===== src/rtl/cv32e40p_instr_obi_arbiter_if.sv =====
// Signal bundle for the two-requester instruction OBI arbiter.
// slave  : the arbiter's own view (requester inputs, bus responses in).
// master : the surrounding system's view (prefetcher, aux master, memory).
interface cv32e40p_instr_obi_arbiter_if;

    // Port 0: IF-stage fetch requester
    logic        m0_req_i;
    logic [31:0] m0_addr_i;
    logic        m0_gnt_o;
    logic        m0_rvalid_o;
    logic [31:0] m0_rdata_o;
    logic        m0_err_o;

    // Port 1: auxiliary requester (debug program buffer / scrubber)
    logic        m1_req_i;
    logic [31:0] m1_addr_i;
    logic        m1_gnt_o;
    logic        m1_rvalid_o;
    logic [31:0] m1_rdata_o;
    logic        m1_err_o;

    // Shared instruction bus towards PMP / instruction memory
    logic        instr_req_o;
    logic [31:0] instr_addr_o;
    logic        instr_gnt_i;
    logic        instr_rvalid_i;
    logic [31:0] instr_rdata_i;
    logic        instr_err_i;

    // Activity indication
    logic        busy_o;

    modport slave (
        input  m0_req_i, m0_addr_i,
        input  m1_req_i, m1_addr_i,
        input  instr_gnt_i, instr_rvalid_i, instr_rdata_i, instr_err_i,
        output m0_gnt_o, m0_rvalid_o, m0_rdata_o, m0_err_o,
        output m1_gnt_o, m1_rvalid_o, m1_rdata_o, m1_err_o,
        output instr_req_o, instr_addr_o,
        output busy_o
    );

    modport master (
        output m0_req_i, m0_addr_i,
        output m1_req_i, m1_addr_i,
        output instr_gnt_i, instr_rvalid_i, instr_rdata_i, instr_err_i,
        input  m0_gnt_o, m0_rvalid_o, m0_rdata_o, m0_err_o,
        input  m1_gnt_o, m1_rvalid_o, m1_rdata_o, m1_err_o,
        input  instr_req_o, instr_addr_o,
        input  busy_o
    );

endinterface


===== src/rtl/cv32e40p_instr_obi_arbiter.sv =====
// Two-port OBI instruction arbiter.
// Port 0 (fetch) has fixed priority; port 1 (aux) is forced through after
// MAX_STARVE consecutive port-0 grants while it waits. An ungranted request
// locks the selection so address and master stay stable until granted.
// Each granted transaction's port ID is queued in issue order so responses
// are steered back to the requester that issued them.
module cv32e40p_instr_obi_arbiter #(
    parameter int unsigned DEPTH      = 2,
    parameter int unsigned MAX_STARVE = 4
) (
    input  logic                          clk,
    input  logic                          rst_n,
    cv32e40p_instr_obi_arbiter_if.slave   bus
);

    localparam int unsigned PTR_W = (DEPTH > 1) ? $clog2(DEPTH) : 1;
    localparam int unsigned CNT_W = $clog2(DEPTH + 1);
    localparam int unsigned STV_W = $clog2(MAX_STARVE + 1);

    localparam logic [CNT_W-1:0] DEPTH_C    = CNT_W'(DEPTH);
    localparam logic [PTR_W-1:0] PTR_LAST   = PTR_W'(DEPTH - 1);
    localparam logic [STV_W-1:0] STARVE_MAX = STV_W'(MAX_STARVE);

    if (DEPTH < 1) begin : g_bad_depth
        $error("DEPTH must be at least 1");
    end
    if (MAX_STARVE < 1) begin : g_bad_starve
        $error("MAX_STARVE must be at least 1");
    end

    // ID FIFO: one bit per slot, 0 = port 0, 1 = port 1
    logic [DEPTH-1:0] id_q,    id_d;
    logic [PTR_W-1:0] wptr_q,  wptr_d;
    logic [PTR_W-1:0] rptr_q,  rptr_d;
    logic [CNT_W-1:0] cnt_q,   cnt_d;

    // Arbitration state
    logic [STV_W-1:0] starve_q, starve_d;
    logic             lock_q,   lock_d;
    logic             lock_sel_q, lock_sel_d;

    // Datapath / handshake
    logic sel;
    logic req_sel;
    logic issue;
    logic grant;
    logic fifo_empty;
    logic pop;
    logic head;

    // Pick the requester: locked choice first, then priority with starvation guard
    always_comb begin
        if (lock_q) begin
            sel = lock_sel_q;
        end else if (bus.m1_req_i && (!bus.m0_req_i || (starve_q == STARVE_MAX))) begin
            sel = 1'b1;
        end else begin
            sel = 1'b0;
        end
    end

    // Issue gating, grant and response steering
    always_comb begin
        fifo_empty = (cnt_q == '0);
        req_sel    = sel ? bus.m1_req_i : bus.m0_req_i;
        // A response retiring this cycle frees a slot for a same-cycle issue
        issue      = req_sel && ((cnt_q < DEPTH_C) || bus.instr_rvalid_i);
        grant      = issue && bus.instr_gnt_i;
        // A response with nothing outstanding is dropped without effect
        pop        = bus.instr_rvalid_i && !fifo_empty;
        head       = id_q[rptr_q];
    end

    assign bus.instr_req_o  = issue;
    assign bus.instr_addr_o = sel ? bus.m1_addr_i : bus.m0_addr_i;

    assign bus.m0_gnt_o     = grant && !sel;
    assign bus.m1_gnt_o     = grant &&  sel;

    assign bus.m0_rvalid_o  = pop && !head;
    assign bus.m1_rvalid_o  = pop &&  head;
    assign bus.m0_err_o     = pop && !head && bus.instr_err_i;
    assign bus.m1_err_o     = pop &&  head && bus.instr_err_i;
    assign bus.m0_rdata_o   = bus.instr_rdata_i;
    assign bus.m1_rdata_o   = bus.instr_rdata_i;

    assign bus.busy_o       = !fifo_empty || issue;

    // Next state for the ID FIFO, outstanding count, lock and starvation counter
    always_comb begin
        id_d       = id_q;
        wptr_d     = wptr_q;
        rptr_d     = rptr_q;
        cnt_d      = cnt_q;
        lock_d     = lock_q;
        lock_sel_d = lock_sel_q;
        starve_d   = starve_q;

        if (grant) begin
            id_d[wptr_q] = sel;
            wptr_d       = (wptr_q == PTR_LAST) ? '0 : wptr_q + 1'b1;
        end

        if (pop) begin
            rptr_d = (rptr_q == PTR_LAST) ? '0 : rptr_q + 1'b1;
        end

        unique case ({grant, pop})
            2'b10:   cnt_d = cnt_q + 1'b1;
            2'b01:   cnt_d = cnt_q - 1'b1;
            default: cnt_d = cnt_q;
        endcase

        // Lock follows an ungranted request; it drops as soon as the grant arrives
        lock_d = issue && !bus.instr_gnt_i;
        if (lock_d) begin
            lock_sel_d = sel;
        end

        if (!bus.m1_req_i || (grant && sel)) begin
            starve_d = '0;
        end else if (grant && !sel && (starve_q != STARVE_MAX)) begin
            starve_d = starve_q + 1'b1;
        end
    end

    // State registers
    always_ff @(posedge clk or negedge rst_n) begin
        if (!rst_n) begin
            id_q       <= '0;
            wptr_q     <= '0;
            rptr_q     <= '0;
            cnt_q      <= '0;
            lock_q     <= 1'b0;
            lock_sel_q <= 1'b0;
            starve_q   <= '0;
        end else begin
            id_q       <= id_d;
            wptr_q     <= wptr_d;
            rptr_q     <= rptr_d;
            cnt_q      <= cnt_d;
            lock_q     <= lock_d;
            lock_sel_q <= lock_sel_d;
            starve_q   <= starve_d;
        end
    end

`ifndef SYNTHESIS
    a_cnt_bound: assert property (@(posedge clk) disable iff (!rst_n)
        cnt_q <= DEPTH_C);

    a_addr_stable: assert property (@(posedge clk) disable iff (!rst_n)
        (bus.instr_req_o && !bus.instr_gnt_i) |=> $stable(bus.instr_addr_o));

    a_gnt_onehot: assert property (@(posedge clk) disable iff (!rst_n)
        !(bus.m0_gnt_o && bus.m1_gnt_o));

    a_rvalid_onehot: assert property (@(posedge clk) disable iff (!rst_n)
        !(bus.m0_rvalid_o && bus.m1_rvalid_o));

    a_orphan_rvalid_dropped: assert property (@(posedge clk) disable iff (!rst_n)
        (bus.instr_rvalid_i && fifo_empty) |-> (!bus.m0_rvalid_o && !bus.m1_rvalid_o));

    c_orphan_rvalid: cover property (@(posedge clk) disable iff (!rst_n)
        bus.instr_rvalid_i && fifo_empty);
`endif

endmodule

===== src/flat_wrapper.sv =====
// flat-port wrapper written by rule: the top's interface ports become plain ports
module cv32e40p_instr_obi_arbiter_flat 
#(
    parameter int unsigned DEPTH      = 2,
    parameter int unsigned MAX_STARVE = 4
)
  (clk, rst_n, bus_m0_req_i, bus_m0_addr_i, bus_m1_req_i, bus_m1_addr_i, bus_instr_gnt_i, bus_instr_rvalid_i, bus_instr_rdata_i, bus_instr_err_i, bus_m0_gnt_o, bus_m0_rvalid_o, bus_m0_rdata_o, bus_m0_err_o, bus_m1_gnt_o, bus_m1_rvalid_o, bus_m1_rdata_o, bus_m1_err_o, bus_instr_req_o, bus_instr_addr_o, bus_busy_o);
  cv32e40p_instr_obi_arbiter_if bus_i ();
  input  logic clk;
  input  logic rst_n;
  input wire logic [$bits(bus_i.m0_req_i)-1:0] bus_m0_req_i;
  input wire logic [$bits(bus_i.m0_addr_i)-1:0] bus_m0_addr_i;
  input wire logic [$bits(bus_i.m1_req_i)-1:0] bus_m1_req_i;
  input wire logic [$bits(bus_i.m1_addr_i)-1:0] bus_m1_addr_i;
  input wire logic [$bits(bus_i.instr_gnt_i)-1:0] bus_instr_gnt_i;
  input wire logic [$bits(bus_i.instr_rvalid_i)-1:0] bus_instr_rvalid_i;
  input wire logic [$bits(bus_i.instr_rdata_i)-1:0] bus_instr_rdata_i;
  input wire logic [$bits(bus_i.instr_err_i)-1:0] bus_instr_err_i;
  output wire logic [$bits(bus_i.m0_gnt_o)-1:0] bus_m0_gnt_o;
  output wire logic [$bits(bus_i.m0_rvalid_o)-1:0] bus_m0_rvalid_o;
  output wire logic [$bits(bus_i.m0_rdata_o)-1:0] bus_m0_rdata_o;
  output wire logic [$bits(bus_i.m0_err_o)-1:0] bus_m0_err_o;
  output wire logic [$bits(bus_i.m1_gnt_o)-1:0] bus_m1_gnt_o;
  output wire logic [$bits(bus_i.m1_rvalid_o)-1:0] bus_m1_rvalid_o;
  output wire logic [$bits(bus_i.m1_rdata_o)-1:0] bus_m1_rdata_o;
  output wire logic [$bits(bus_i.m1_err_o)-1:0] bus_m1_err_o;
  output wire logic [$bits(bus_i.instr_req_o)-1:0] bus_instr_req_o;
  output wire logic [$bits(bus_i.instr_addr_o)-1:0] bus_instr_addr_o;
  output wire logic [$bits(bus_i.busy_o)-1:0] bus_busy_o;
  assign bus_i.m0_req_i = bus_m0_req_i;
  assign bus_i.m0_addr_i = bus_m0_addr_i;
  assign bus_i.m1_req_i = bus_m1_req_i;
  assign bus_i.m1_addr_i = bus_m1_addr_i;
  assign bus_i.instr_gnt_i = bus_instr_gnt_i;
  assign bus_i.instr_rvalid_i = bus_instr_rvalid_i;
  assign bus_i.instr_rdata_i = bus_instr_rdata_i;
  assign bus_i.instr_err_i = bus_instr_err_i;
  assign bus_m0_gnt_o = bus_i.m0_gnt_o;
  assign bus_m0_rvalid_o = bus_i.m0_rvalid_o;
  assign bus_m0_rdata_o = bus_i.m0_rdata_o;
  assign bus_m0_err_o = bus_i.m0_err_o;
  assign bus_m1_gnt_o = bus_i.m1_gnt_o;
  assign bus_m1_rvalid_o = bus_i.m1_rvalid_o;
  assign bus_m1_rdata_o = bus_i.m1_rdata_o;
  assign bus_m1_err_o = bus_i.m1_err_o;
  assign bus_instr_req_o = bus_i.instr_req_o;
  assign bus_instr_addr_o = bus_i.instr_addr_o;
  assign bus_busy_o = bus_i.busy_o;
  cv32e40p_instr_obi_arbiter #(.DEPTH(DEPTH), .MAX_STARVE(MAX_STARVE)) u_core (.clk(clk), .rst_n(rst_n), .bus(bus_i));
endmodule

===== config.mk =====
export PLATFORM = sky130hd
export DESIGN_NAME = cv32e40p_instr_obi_arbiter_flat
export DESIGN_NICKNAME = d
export VERILOG_FILES = /design/src/rtl/cv32e40p_instr_obi_arbiter_if.sv /design/src/rtl/cv32e40p_instr_obi_arbiter.sv /design/src/flat_wrapper.sv
export SDC_FILE = /design/constraint.sdc
export NUM_CORES = 1
export LEC_CHECK = 0
export BUFFER_PORTS_ARGS = -buffer_cell sky130_fd_sc_hd__buf_4
export CAP_MARGIN = 20
export CORE_ASPECT_RATIO = 0.5
export CORE_MARGIN = 10
export CORE_UTILIZATION = 34
export CTS_BUF_LIST = sky130_fd_sc_hd__clkbuf_8 sky130_fd_sc_hd__clkbuf_16
export DETAILED_ROUTE_END_ITERATION = 8
export HOLD_SLACK_MARGIN = 0.02
export PLACE_DENSITY_LB_ADDON = 0.15
export SLEW_MARGIN = 20
export SYNTH_ARGS = -nofsm -noshare
export SYNTH_HDL_FRONTEND = slang
export SYNTH_SLANG_ARGS = --single-unit

===== constraint.sdc =====
create_clock -name clk -period 3.34 [get_ports clk]
set_input_delay 0 -clock clk [delete_from_list [all_inputs] [get_ports clk]]
set_output_delay 0 -clock clk [all_outputs]
set_load 0.01 [all_outputs]

* Word level (Yosys, flattened, before mapping)
Index checks and enable logic that the tools add are counted.
Storage, ports and cells: output and inout port bits 104, input bits 103, flip-flop bits (word level) 11, word-level logic and storage cells 60
Cells by class: reductions and logical operators 26, eq/ne operators 4, multiplexer cells 14, add/sub/neg operators 5, magnitude comparators 4
Operators by type and width (number):
- $mux W32 | 1
- $logic_and A1 B1 Y1 | 13
- $mux W1 | 8
- $logic_not A1 Y1 | 6
- $mux W3 | 2
- $logic_or A1 B1 Y1 | 4
- $lt A1 B2 Y1 const B | 2
- $pmux W2 S2 | 1
- $reduce_bool A2 Y1 | 2
- $add A3 B1 Y3 const B | 1
- $eq A3 B3 Y1 const B | 1
- $ne A3 B3 Y1 const B | 1
- $add A1 B1 Y1 const B | 2
- $add A2 B1 Y2 const B | 1
- $bwmux W2 | 1
- $eq A2 B1 Y1 const B | 1
- $eq A2 B2 Y1 const B | 1
- $logic_not A2 Y1 | 1
- $lt A2 B2 Y1 const B | 1
- $sub A2 B1 Y2 const B | 1
- $demux W1 S1 | 1
- $ge A1 B1 Y1 const B | 1

* Longest topological paths before layout
Gate-level depths: netlist (run 1).
word-level depth 12, gate-level depth with buffers 6, mapped depth without buffers 6

* Least setup slack after synthesis (run 1)
No wires, ideal clock.
path kind reg2reg, start point reg u_core.lock_q, end point reg u_core.cnt_q[1], path slack 1.709 ns, setup time 0.125 ns, data required time 3.215 ns, buffers on the path 0, data arrival time 1.506 ns, period minus slack after synthesis 1.631 ns, cell stages (with the launch flop) 7, cell sequence dfrtp_1 -> a21boi_0 -> o2111ai_2 -> ha_1 -> xnor2_1 -> nor2_1 -> xor2_1
Between the ends: word-level cells in the longest chain between the ends 6, elaborated cells between the ends (all ways) 8, those cells by class eq/ne (2); mux (3); reduce/logical (3)
RTL lines:
- from (decl) | line cv32e40p_instr_obi_arbiter.sv:39 | logic lock_q, lock_d;
- from (signal assigned) | line cv32e40p_instr_obi_arbiter.sv:142 | lock_q <= lock_d;
- $mux W1 (*) | line cv32e40p_instr_obi_arbiter.sv:53 | if (lock_q) begin
- $mux W1 (*) | line cv32e40p_instr_obi_arbiter.sv:65 | req_sel = sel ? bus.m1_req_i : bus.m0_req_i;
- $logic_and A1 B1 Y1 (*) | line cv32e40p_instr_obi_arbiter.sv:67 | issue = req_sel && ((cnt_q < DEPTH_C) || bus.instr_rvalid_i);
- $logic_and A1 B1 Y1 (*) | line cv32e40p_instr_obi_arbiter.sv:68 | grant = issue && bus.instr_gnt_i;
- $eq A2 B1 Y1 / $eq A2 B2 Y1 (equally long branches) | line cv32e40p_instr_obi_arbiter.sv:108 | unique case ({grant, pop})
- $pmux W2 S2 / $reduce_bool A2 Y1 (equally long branches)
- to (signal assigned) | line cv32e40p_instr_obi_arbiter.sv:141 | cnt_q <= cnt_d;
- to (decl) | line cv32e40p_instr_obi_arbiter.sv:35 | logic [CNT_W-1:0] cnt_q, cnt_d;
Every way passes the cells marked *; elsewhere a longest branch is shown, timed or not. A chain may end at the register's enable or synchronous reset.

* Worst setup path after layout (run 1)
start point reg u_core.starve_q[0], end point out bus_instr_addr_o[8]
Between the ends: word-level cells in the longest chain between the ends 6
RTL lines:
- from (decl) | line cv32e40p_instr_obi_arbiter.sv:38 | logic [STV_W-1:0] starve_q, starve_d;
- from (signal assigned) | line cv32e40p_instr_obi_arbiter.sv:144 | starve_q <= starve_d;
- $eq A3 B3 Y1 | line cv32e40p_instr_obi_arbiter.sv:55 | end else if (bus.m1_req_i && (!bus.m0_req_i || (starve_q == STARVE_MAX))) begin
- $logic_or A1 B1 Y1 | line cv32e40p_instr_obi_arbiter.sv:55
- $logic_and A1 B1 Y1 | line cv32e40p_instr_obi_arbiter.sv:55
- $mux W1 | line cv32e40p_instr_obi_arbiter.sv:55
- $mux W1 | line cv32e40p_instr_obi_arbiter.sv:53
- $mux W32 | line cv32e40p_instr_obi_arbiter.sv:75 | assign bus.instr_addr_o = sel ? bus.m1_addr_i : bus.m0_addr_i;
- to (decl) | line flat_wrapper.sv:28 | output wire logic [$bits(bus_i.instr_addr_o)-1:0] bus_instr_addr_o;
No other way between the ends.

==> results.sh, run 1 <==
export IMPL_p_leak_nw=1.133
export IMPL_ios=207
export IMPL_worst_slew_pin_slew_ns=0.6295
export IMPL_maxCapViolCount=0
export IMPL_status="complete, no violations"
export IMPL_yosys_area_share_simple_pct=8.320
export IMPL_ys_ff_latch=11
export IMPL_setup_violations=0
export IMPL_async_reset_ff_share_pct=100.0
export IMPL_synth_nets=272
export IMPL_remaining_drc_errors=0
export IMPL_wl_per_cell_um=20.93
export IMPL_via_per_inst=4.659
export IMPL_post_cts_buffers=0
export IMPL_place_inst=267
export IMPL_yosysTopAreaCell="buf_4"
export IMPL_synth_compound_area_share_pct=6.444
export IMPL_ir_worst_vdd_mv=0.2889
export IMPL_cp_max_fo=20
export IMPL_firstDrtPassIters=4
export IMPL_rows=17
export IMPL_wl_um=6384
export IMPL_finalSetupTns_ns=0
export IMPL_clk_transition_reported_paths_ns=0.05
export IMPL_synth_cells=166
export IMPL_cts_buffers=3
export IMPL_slew_headroom_pct=57.88
export IMPL_ys_flop_type="dfrtp_1"
export IMPL_clockBufferDepth=2
export IMPL_antenna_found_initial=0
export IMPL_clock_skew_ns=0.004002
export IMPL_coreArea_mm2=0.004382
export IMPL_drtIter0Drc=90
export IMPL_hold_buffers=34
export IMPL_synth_xor_area_share_pct=2.855
export IMPL_worstSkewPairLatency_ns=0.23
export IMPL_netlist_area_leader_share_pct=32.79
export IMPL_dp_hpwl_um=4936
export IMPL_place_gp_congestion=0.7619
export IMPL_synth_top_family_by_area="buffers and inverters"
export IMPL_num_nets_final=355
export IMPL_root_buffer="clkbuf_8"
export IMPL_yosys_warnings=0
export IMPL_avgSynthCellArea_um2=9.241
export IMPL_gr_usage_all_layers_pct=14.16
export IMPL_fin_crit_sh_pct=74.01
export IMPL_synthAdderAreaFrac_pct=2.447
export IMPL_rr_worst_depth=6
export IMPL_max_clock_freq_mhz=404.6
export IMPL_worstHoldPathCells=2
export IMPL_ant_nets=0
export IMPL_required_ns=3.34
export IMPL_fin_cells=305
export IMPL_cts_sinks=11
export IMPL_area_growth_pct=51.31
export IMPL_synth_area_mm2=0.001534
export IMPL_htree_levels=1
export IMPL_grt_max_degree=21
export IMPL_die_h_um=67.50
export IMPL_muxShareOfSynthArea_pct=27.49
export IMPL_num_vias=1421
export IMPL_rsz0062_at_grt="no"
export IMPL_holdCritPathClass="input port to flip-flop"
export IMPL_synth_cell_types=30
export IMPL_start_util_pct=35.01
export IMPL_ys_seq_area_share_pct=17.94
export IMPL_grt_pass1_wl_um=8907
export IMPL_grt_pass1_vias=1539
export IMPL_path_class="flip-flop to output port"
export IMPL_gr_total_overflow=0
export IMPL_cts_tree="yes"
export IMPL_final_layout_size_suffix_gt1_share_pct=62.50
export IMPL_most_common_layout_cells="111 x buf_4, 34 x dlygate4sd3_1, 32 x mux2_2"
export IMPL_power_density_mw_per_mm2=418.0
export IMPL_drv_slew=0
export IMPL_fillers=388
export IMPL_final_common_cell="buf_4"
export IMPL_period_minus_slack_ns=2.472
export IMPL_ys_top_cells_by_area="buf_4 33%, mux2_2 23%, dfrtp_1 18%"
export IMPL_cts_resized=0
export IMPL_worstSetupStartpointType="flip-flop"
export IMPL_arrival_ns=2.47
export IMPL_diodes=0
export IMPL_power_w=0.0009702
export IMPL_synth_edf_count=0
export IMPL_hold_violations=0
export IMPL_fp_dieW_um=115.0
export IMPL_io_buffers=110
export IMPL_worst_setup_path_end_kind="output port"
export IMPL_dieArea_mm2=0.007761
-- registers in the layout, indices dropped and copies added, names as in the netlist --
signal,count
u_core.cnt_q,2
u_core.id_q,2
u_core.lock_q,1
u_core.lock_sel_q,1
u_core.rptr_q,1
u_core.starve_q,3
u_core.wptr_q,1
-- logic make-up after synthesis --
kind of cell             after synthesis
AO/OA/AOI/OAI                         12
XOR/XNOR                               5
adder cells (fa/ha/maj)                3
buffers and inverters                 74
flip-flops                            11
multiplexers                          37
AND/OR/NAND/NOR                       24
-- critical path: stages, from the launching register on --
cell,delay (ns)
dfrtp_1,0.41
inv_1,0.07
ha_1,0.20
a21boi_1,0.14
o21ai_4,0.55
buf_4,0.36
mux2_2,0.36
buf_4,0.14
-- where the power goes --
part	leakage (nW)	internal [W]	switching, W
logic	0.967	0.000342	0.000270
clock network	0.0269	0.0000804	0.0000467
registers	0.140	0.000181	0.0000496
total	1.13	0.000604	0.000366
-- cell type report --
class	instances	area, um^2	share of cell area, %
well taps	57	71.32	3.073
clock buffers	3	41.29	1.779
repair buffers	145	1174	50.57
inverters	7	26.28	1.132
clock inverters	1	3.754	0.1617
multi-input cells	81	729.5	31.43
flip-flops and latches	11	275.3	11.86
-- routing by layer --
| metal | vias up | wire length, um | GRT usage [%] |
|---|---|---|---|
| met5 | - | 0 | 0 |
| met4 | 0 | 65 | 3.834 |
| met3 | 4 | 871 | 6.985 |
| met2 | 114 | 3282 | 25.56 |
| met1 | 643 | 2166 | 14.58 |
| li1 | 660 | - | - |
-- Yosys cell counts, drive strengths merged, types with 2 or more instances --
library cell,number
buf,67
mux2,35
dfrtp,11
nor2,9
inv,7
nand2,5
o21ai,4
xnor2,4
ha,3
a21boi,2
and3,2
mux2i,2
nand2b,2
nor2b,2
o22ai,2
-- metrics by stage --
stage / hold WS, ns / setup slack (ns) / utilization, % / cell area, um^2
final: 0.06834 / 0.8682 / 52.97 / 2321
after floorplan: -0.2956 / 1.709 / - / 1534
after global routing: 0.06583 / 0.6830 / 52.97 / 2321
after CTS: 0.05904 / 0.8273 / 52.97 / 2321
after detailed placement: -0.1594 / 1.088 / 44.17 / 1936
after global placement: -0.1605 / 1.174 / 44.17 / 1936
-- path summary, 6_finish.rpt --
path                                     from                  end  slack, ns
setup / recovery           u_core.starve_q[0]  bus_instr_addr_o[8]       0.87
hold / removal                   bus_m1_req_i   u_core.starve_q[2]       0.07
setup reg to reg           u_core.starve_q[0]       u_core.id_q[1]       1.36
hold reg to reg                 u_core.rptr_q        u_core.rptr_q       0.49
max in group asynchronous               rst_n       u_core.id_q[1]       3.05
min in group asynchronous               rst_n       u_core.id_q[0]       0.14
No activity file was read; power rests on OpenSTA's default activity.
==> inputs of run 2 (changes only) <==
--- a/config.mk
+++ b/config.mk
@@ -9,7 +9,7 @@
 export CAP_MARGIN = 20
 export CORE_ASPECT_RATIO = 0.5
 export CORE_MARGIN = 10
-export CORE_UTILIZATION = 34
+export CORE_UTILIZATION = 32
 export CTS_BUF_LIST = sky130_fd_sc_hd__clkbuf_8 sky130_fd_sc_hd__clkbuf_16
 export DETAILED_ROUTE_END_ITERATION = 8
 export HOLD_SLACK_MARGIN = 0.02
==> constraint.sdc (replaced) <==
create_clock -name clk -period 2.37 [get_ports clk]
set_input_delay 0 -clock clk [delete_from_list [all_inputs] [get_ports clk]]
set_output_delay 0 -clock clk [all_outputs]
set_load 0.01 [all_outputs]
==> run 2 against run 1 <==
Net effect: worst hold slack improved by 0.0016 ns; highest routed layer unchanged; first-iteration DRC count is 24% higher; sequential cell count is the same.
==> results.sh, run 2 (synthesis gave the netlist of run 1 again) <==
export IMPL_most_common_layout_cells="110 x buf_4, 34 x dlygate4sd3_1, 32 x mux2_2"
export IMPL_drtIter0Drc=112
export IMPL_via_per_inst=4.490
export IMPL_max_clock_freq_mhz=468.6
export IMPL_root_buffer="clkbuf_8"
export IMPL_final_common_cell="buf_4"
export IMPL_ir_worst_vdd_mv=0.3082
export IMPL_clockBufferDepth=2
export IMPL_path_class="flip-flop to output port"
export IMPL_worst_r2r_setup_slack_ns=0.52
export IMPL_cts_buffers=3
export IMPL_drv_slew=0
export IMPL_holdCritPathClass="input port to flip-flop"
export IMPL_place_gp_congestion=0.7454
export IMPL_wl_um=6629
export IMPL_slowest_delay_ns=0.41
export IMPL_fp_dieW_um=117.9
export IMPL_rr_worst_depth=6
export IMPL_cts_tree="yes"
export IMPL_post_cts_buffers=0
export IMPL_largest_register="u_core.starve_q"
export IMPL_hold_violations=0
export IMPL_grt_pass1_wl_um=9453
export IMPL_cp_cell_sequence="inv_1 > ha_1 > a21boi_1 > o21ai_4 > buf_12 > mux2_2 > buf_4"
export IMPL_largest_reg_flops=3
export IMPL_start_util_pct=34.02
export IMPL_path_buf_inv=3
export IMPL_htree_levels=1
export IMPL_dieArea_mm2=0.008131
export IMPL_clk_transition_reported_paths_ns=0.05
export IMPL_num_vias=1410
export IMPL_arrival_ns=2.13
export IMPL_firstDrtPassIters=4
export IMPL_p_leak_nw=1.137
export IMPL_cp_max_fo=30
export IMPL_dp_hpwl_um=5163
export IMPL_timing_rr_start="u_core.lock_q"
export IMPL_slew_headroom_pct=64.52
export IMPL_clock_skew_ns=0.002425
export IMPL_fillers=409
export IMPL_fin_util_pct=52.00
export IMPL_coreArea_mm2=0.004509
export IMPL_cts_resized=0
export IMPL_min_delay_start="bus_m1_req_i"
export IMPL_setup_violations=0
export IMPL_ant_nets=0
export IMPL_num_nets_final=355
export IMPL_final_layout_size_suffix_gt1_share_pct=62.50
export IMPL_grt_max_degree=31
export IMPL_gr_usage_all_layers_pct=14.59
export IMPL_worst_setup_path_end_kind="output port"
export IMPL_diodes=0
export IMPL_ios=207
export IMPL_rsz0062_at_grt="no"
export IMPL_fin_crit_sh_pct=90.04
export IMPL_worst_slew_pin_slew_ns=0.5322
export IMPL_status="complete, no violations"
export IMPL_cts_sinks=11
export IMPL_area_growth_pct=52.85
export IMPL_die_h_um=68.96
export IMPL_rows=17
export IMPL_slowest_stage="dfrtp_1"
export IMPL_reg_top3="u_core.starve_q (3), u_core.cnt_q (2), u_core.id_q (2)"
export IMPL_maxCapViolCount=0
export IMPL_finalSetupTns_ns=0
export IMPL_remaining_drc_errors=0
export IMPL_grt_pass1_vias=1532
export IMPL_wl_per_cell_um=21.11
export IMPL_worstSetupStartpointType="flip-flop"
export IMPL_worstSkewPairLatency_ns=0.24
export IMPL_critPathTopFamily="buffers and inverters"
export IMPL_r2r_end="u_core.cnt_q[1]"
export IMPL_io_buffers=110
export IMPL_antenna_found_initial=0
export IMPL_power_density_mw_per_mm2=589.6
export IMPL_hold_end="u_core.starve_q[2]"
export IMPL_period_minus_slack_ns=2.134
export IMPL_gr_total_overflow=0
export IMPL_worstHoldPathCells=2
export IMPL_required_ns=2.37
[run 2: cell counts in the layout (fill, tap and decap cells not counted)]
Identical to the previous run, type by type.
[run 2: what timing repair did]
item | CTS | global route
hold endpoints to repair | 76 | 0
setup endpoints to repair | 0 | 0
hold buffers | 34 | 0
[run 2: metrics by stage]
| stage | std cells | setup slack, ns | hold WS (ns) | instance area, um^2 | total power (W) |
|---|---|---|---|---|---|
| finish | 314 | 0.2361 | 0.06996 | 2345 | 0.001383 |
| global route | 314 | 0.1054 | 0.07532 | 2345 | 0.001482 |
| CTS | 314 | 0.2545 | 0.06229 | 2345 | 0.001403 |
| detailed placement | 276 | 0.5184 | -0.1575 | 1959 | 0.001118 |
| global placement | 276 | 0.5455 | -0.1591 | 1959 | 0.001109 |
| floorplan | 166 | 0.7389 | -0.2956 | 1534 | 0.0008734 |
[run 2: where the power goes]
part           switching, W  total (W)  internal [W]
combinational      0.000386   0.000877      0.000492
sequential        0.0000678   0.000323      0.000255
clock             0.0000683   0.000182      0.000114
[run 2: layout make-up]
type	count	area, um^2	share of cell area, %
Tap cell	66	82.58	3.522
Clock inverter	1	3.754	0.1601
Clock buffer	3	41.29	1.761
Sequential cell	11	275.3	11.74
Multi-Input combinational cell	81	729.5	31.11
Inverter	7	26.28	1.121
Timing Repair Buffer	145	1186	50.59
[run 2: how the worst max path moves through the flow]
stage | start | endpoint | cells after the start
after global routing | u_core.starve_q[0] | bus_instr_addr_o[25] | 7
after floorplan | u_core.lock_q | u_core.cnt_q[1] | 6
after CTS | u_core.starve_q[0] | bus_instr_addr_o[10] | 7
after detailed placement | u_core.starve_q[0] | bus_instr_addr_o[10] | 7
final | u_core.starve_q[0] | bus_instr_addr_o[25] | 7
after global placement | u_core.lock_sel_q | u_core.cnt_q[1] | 6
[run 2: metal layers]
metal	global-route usage [%]	wire length, um	up-vias
met4	3.670	17	0
met1	13.97	2272	648
met2	29.18	3631	106
li1	-	-	654
met5	0	0	-
met3	6.559	708	2
